## src/rtl/bw_io_ddr_vref_pkg.sv

```systemverilog
// Shared types for the DDR vref select ramp controller.
// Code type, FSM states and the code ceiling used by the step helper.
package bw_io_ddr_vref_pkg;

  typedef logic [2:0] vref_code_t;

  typedef enum logic {
    IDLE = 1'b0,
    WAIT = 1'b1
  } vref_state_e;

  localparam vref_code_t VREF_CODE_MAX = 3'd7;

  // One code toward tgt, saturating at both ends so the select never wraps.
  function automatic vref_code_t step_toward(input vref_code_t cur, input vref_code_t tgt);
    vref_code_t nxt;
    nxt = cur;
    if ((tgt > cur) && (cur != VREF_CODE_MAX)) begin
      nxt = cur + 3'd1;
    end else if ((tgt < cur) && (cur != 3'd0)) begin
      nxt = cur - 3'd1;
    end
    return nxt;
  endfunction

endpackage

```

## src/rtl/bw_io_ddr_vref_settle_tmr.sv

```systemverilog
// Settle down-counter: clear > load > hold > decrement; stops at zero.
// zero is combinational from the count register.
module bw_io_ddr_vref_settle_tmr #(
  parameter int unsigned CW = 6
) (
  input  logic          clk,
  input  logic          rst,
  input  logic          clr,
  input  logic          load,
  input  logic [CW-1:0] load_val,
  input  logic          hold,
  input  logic          en,
  output logic [CW-1:0] cnt,
  output logic          zero
);

  always_ff @(posedge clk) begin
    if (rst) begin
      cnt <= '0;
    end else if (clr) begin
      cnt <= '0;
    end else if (load) begin
      cnt <= load_val;
    end else if (!hold && en && (cnt != '0)) begin
      cnt <= cnt - CW'(1);
    end
  end

  assign zero = (cnt == '0);

endmodule

```

## src/rtl/bw_io_ddr_vref_ctl.sv

```systemverilog
// Ramps the DDR vref select {a,b,c} one code per SETTLE_CYC cycles toward a written target.
// Optional macro BW_IO_DDR_VREF_BYPASS_EN adds byp_en for direct code loads.
module bw_io_ddr_vref_ctl
  import bw_io_ddr_vref_pkg::*;
#(
  parameter int unsigned SETTLE_CYC = 64,
  parameter vref_code_t  RESET_CODE = 3'd4
) (
  input  logic       clk,
  input  logic       rst,
`ifdef BW_IO_DDR_VREF_BYPASS_EN
  input  logic       byp_en,
`endif
  input  logic       wr_en,
  input  logic [2:0] wr_data,
  input  logic       hold,
  output logic       a,
  output logic       b,
  output logic       c,
  output logic [2:0] cur_code,
  output logic       busy,
  output logic       done
);

  localparam int unsigned CW = (SETTLE_CYC > 1) ? $clog2(SETTLE_CYC) : 1;
  localparam logic [CW-1:0] CNT_RELOAD = CW'(SETTLE_CYC - 1);

  vref_state_e state_q, state_d;
  vref_code_t  cur_q, cur_d, tgt_q, nxt_code;
  logic        done_q, done_d;
  logic        tmr_clr, tmr_load, tmr_zero;
  logic [CW-1:0] tmr_cnt;
  logic        byp;

`ifdef BW_IO_DDR_VREF_BYPASS_EN
  assign byp = byp_en;
`else
  assign byp = 1'b0;
`endif

  bw_io_ddr_vref_settle_tmr #(.CW(CW)) u_tmr (
    .clk      (clk),
    .rst      (rst),
    .clr      (tmr_clr),
    .load     (tmr_load),
    .load_val (CNT_RELOAD),
    .hold     (hold),
    .en       (state_q == WAIT),
    .cnt      (tmr_cnt),
    .zero     (tmr_zero)
  );

  assign nxt_code = step_toward(cur_q, tgt_q);

  always_comb begin
    state_d  = state_q;
    cur_d    = cur_q;
    done_d   = 1'b0;
    tmr_clr  = 1'b0;
    tmr_load = 1'b0;
    if (state_q == IDLE) begin
      if (tgt_q != cur_q) begin
        state_d  = WAIT;
        tmr_load = 1'b1;
      end
    end else if (!hold && tmr_zero) begin
      // A mid-wait retarget onto cur_q yields nxt_code == cur_q and ends here.
      cur_d = nxt_code;
      if (nxt_code == tgt_q) begin
        state_d = IDLE;
        done_d  = 1'b1;
      end else begin
        tmr_load = 1'b1;
      end
    end
    if (byp) begin
      state_d  = IDLE;
      done_d   = 1'b0;
      tmr_clr  = 1'b1;
      tmr_load = 1'b0;
      cur_d    = wr_en ? wr_data : cur_q;
    end
  end

  always_ff @(posedge clk) begin
    if (rst) begin
      state_q <= IDLE;
      cur_q   <= RESET_CODE;
      tgt_q   <= RESET_CODE;
      done_q  <= 1'b0;
    end else begin
      state_q <= state_d;
      cur_q   <= cur_d;
      done_q  <= done_d;
      if (wr_en) begin
        tgt_q <= wr_data;
      end
    end
  end

  assign a        = cur_q[2];
  assign b        = cur_q[1];
  assign c        = cur_q[0];
  assign cur_code = cur_q;
  assign busy     = (state_q != IDLE) | (tgt_q != cur_q);
  assign done     = done_q;

endmodule
```

## config.mk

```make
export PLATFORM = sky130hd
export DESIGN_NAME = bw_io_ddr_vref_ctl
export DESIGN_NICKNAME = d
export VERILOG_FILES = /design/src/rtl/bw_io_ddr_vref_pkg.sv /design/src/rtl/bw_io_ddr_vref_settle_tmr.sv /design/src/rtl/bw_io_ddr_vref_ctl.sv
export SDC_FILE = /design/constraint.sdc
export NUM_CORES = 1
export LEC_CHECK = 0
export ABC_CLOCK_PERIOD_IN_PS = 2880
export BUFFER_PORTS_ARGS = -buffer_cell sky130_fd_sc_hd__buf_2
export CAP_MARGIN = 20
export CORE_MARGIN = 3
export CORE_UTILIZATION = 39
export CTS_CLUSTER_DIAMETER = 120
export DETAILED_ROUTE_END_ITERATION = 10
export HOLD_SLACK_MARGIN = 0.15
export MAX_ROUTING_LAYER = met4
export SLEW_MARGIN = 0
export SYNTH_ARGS = -nofsm -noshare
export SYNTH_HDL_FRONTEND = slang
export SYNTH_HIERARCHICAL = 1
export SYNTH_SLANG_ARGS = --single-unit
```

## constraint.sdc

```tcl
create_clock -name clk -period 2.88 [get_ports clk]
set_clock_uncertainty 0.05 [all_clocks]
set_input_delay 0.576 -clock clk [delete_from_list [all_inputs] [get_ports clk]]
set_output_delay 0.576 -clock clk [all_outputs]
set_load 0.01 [all_outputs]
```

==> metrics <==
Cell Area, Synth 1002 sq um; die area 3214 sq um; Async S/R FF share, synth 0%; # IOs 15; largest net degree at the start of global routing 11; critical path required time 3.02 ns; Startpoint Class register; vias after detailed routing 840; die width 56.69 microns; Tot GR Track Use 13.52%; DRT iter0 DRCs 11; synth unique cells 41; Yosys reg bits 14; post-synthesis sequential area ratio 27.97%; cts repair resizes 0; post-route insts no fill 165; Hold Vio Cnt, Final 0; CP arrival 2.78 ns; outcome finished, final reports clean; CP endpoint u_tmr/cnt[0]$_SDFFE_PP0P_; WL/cell 11.52 microns; DRT Pass-1 Iters 4; MaxCap Viol Count 0; DR DRC count 0; CTS H-Tree Depth 1; min Tclk post-route 2.634 ns; Tightest Hold Check Type in2reg; crit end category register; Post-Layout Inst Area 1164 sq um; leading cell type in the layout, fill and taps excluded buf_2; setup TNS 0 ns; area grow syn2layout 16.11%; reg2reg path depth 10; dpl cells 161; Die Y-Extent 56.69 microns; share of cells above drive strength 1 23.36%; # hold bufs at CTS 0; Synthesis Warnings 6; Num Clock Sinks 14; Hold Path Stages 2; # Post-CTS Setup Buffers 0; initial antenna violation count 0; Crit Path Max Fanout 7; most frequent cells in the layout buf_2, dfxtp_1, nor2_1, inv_1, ha_1; crit share post-route 91.46%; Worst R2R Start cur_code[1]$_SDFFE_PP0P_; fin. max-slew vios 0; DP Area 1126 sq um; RSZ-0062 raised after global routing no; # setup viols final 0; initial cell density of the core 43.23%; number of fill cells in the layout 226; Port Buffers 14; insertion delay to the later sink of the worst-skew pair 0.28 ns; Pwr Total 1.081 mW; storage element area 281.5 sq um; Reg2Reg Setup Slack 0.25 ns; number of core rows 17; Post-Synthesis Cells 114; CTS tree built; core area 2318 sq um; leakage 0.5097 nW; crit path kind reg2reg; Reg clk slew, reported paths 0.10 ns; Total Routed Length 1.901 mm; clk buf depth 2; Avg Inst Size Synth 8.791 sq um; number of flops mapped to enable cells by yosys 0; Root Buffer clkbuf_4; Peak Freq 379.7 MHz; Vias/cell 5.091; routability cong. 0.9117; VDD IR max 0.4656 mV; Setup crit start cur_code[1]$_SDFFE_PP0P_; vias in the first global route 761; pwr dens 928.9 nW/um^2; most frequently used flop master after synthesis dfxtp_1; antenna cell count 0; global-route wire length before repair 3.387 mm; CTS Buf Count 3; DPL Wire Length 1.508 mm; ANT nets after route 0; Layout Nets 154; reg2reg end u_tmr/cnt[0]$_SDFFE_PP0P_; gr ovfl total 0; area occupied by multi-input gates 684.4 sq um
-- through the flow --
| step | util [%] | setup WS [ns] | hold WS (ns) |
|---|---|---|---|
| after floorplan | - | 0.1323 | 0.4542 |
| after global placement | 48.57 | 0.3005 | 0.4817 |
| after detailed placement | 48.57 | 0.1973 | 0.4976 |
| after CTS | 50.13 | 0.1570 | 0.4439 |
| after global routing | 50.19 | 0.05951 | 0.4482 |
| final | 50.19 | 0.2461 | 0.4522 |
-- report_power, final --
group	total, mW	internal [mW]	switching [mW]
clock network	0.146	0.0769	0.0687
registers	0.281	0.236	0.0453
logic	0.654	0.294	0.360
total	1.08	0.607	0.473
-- worst max-delay path, cell delays in order (launching register included) --
cell	delay (ns)
dfxtp_2	0.40
inv_1	0.09
ha_1	0.34
and3b_4	0.22
o211a_1	0.21
a311o_1	0.34
xor2_1	0.17
nor2_2	0.07
a31oi_1	0.25
inv_1	0.11
a2111oi_2	0.28
-- worst min-delay path by stage --
| stage | from | to |
|---|---|---|
| 2_1_floorplan | tgt_q[0]$_SDFFE_PP0P_ | tgt_q[0]$_SDFFE_PP0P_ |
| 3_3_place_gp | tgt_q[0]$_SDFFE_PP0P_ | tgt_q[0]$_SDFFE_PP0P_ |
| 3_5_place_dp | tgt_q[0]$_SDFFE_PP0P_ | tgt_q[0]$_SDFFE_PP0P_ |
| 4_1_cts | wr_data[2] | tgt_q[2]$_SDFFE_PP1P_ |
| 5_1_grt | wr_data[2] | tgt_q[2]$_SDFFE_PP1P_ |
| 6_report | wr_data[2] | tgt_q[2]$_SDFFE_PP1P_ |
-- cell families after synthesis --
logic type                 count (synthesis)  synth area share (%)
other                                      2                0.7493
adders and majority gates                  9                 11.24
DFF                                       14                 27.97
muxes                                      6                 6.117
xor gates and xnor gates                   7                 6.117
AOI/OAI and AO/OA                         27                 20.47
buffers and inverters                     13                 5.992
and+or+nand+nor                           36                 21.35
-- cells in the mapped netlist, types with 2 or more instances --
cell	n	area share [%]
a31oi_1	2	1.2
inv_1	9	3.4
buf_4	3	2.2
a2111oi_2	2	3.0
nand2_1	4	1.5
nand2b_1	3	1.9
xnor2_1	5	4.4
ha_1	9	11
a21oi_1	7	3.5
o21ai_0	5	2.5
nand3_1	3	1.5
dfxtp_1	14	28
nor2b_1	2	1.2
xor2_1	2	1.7
conb_1	2	0.75
nor2_1	12	4.5
nand3b_1	2	1.5
mux2i_1	5	5.0
-- sequential cells by signal, summed over array words and instances (netlist names) --
name / cells
tgt_q: 3
cur_code: 3
u_tmr/cnt: 6
state_q: 1
done: 1
-- layout make-up --
class	count	share of cell area, %
clock buffer	4	3.118
inverter	9	2.903
multi-input combinational	93	58.82
sequential	14	24.19
tap	28	3.011
timing repair buffer	17	7.957
-- metal layers --
layer  up-vias  part of all wire (%)  wire [microns]  GRT usage [%]
li1        440                     -               -              -
met1       379                    52             998          18.68
met2        17                    41             788          18.32
met3         4                   4.1              78          4.138
met4         0                   1.8              35          4.746
met5         -                     0               0              -
Note: power is estimated with default switching activity, not from simulation.
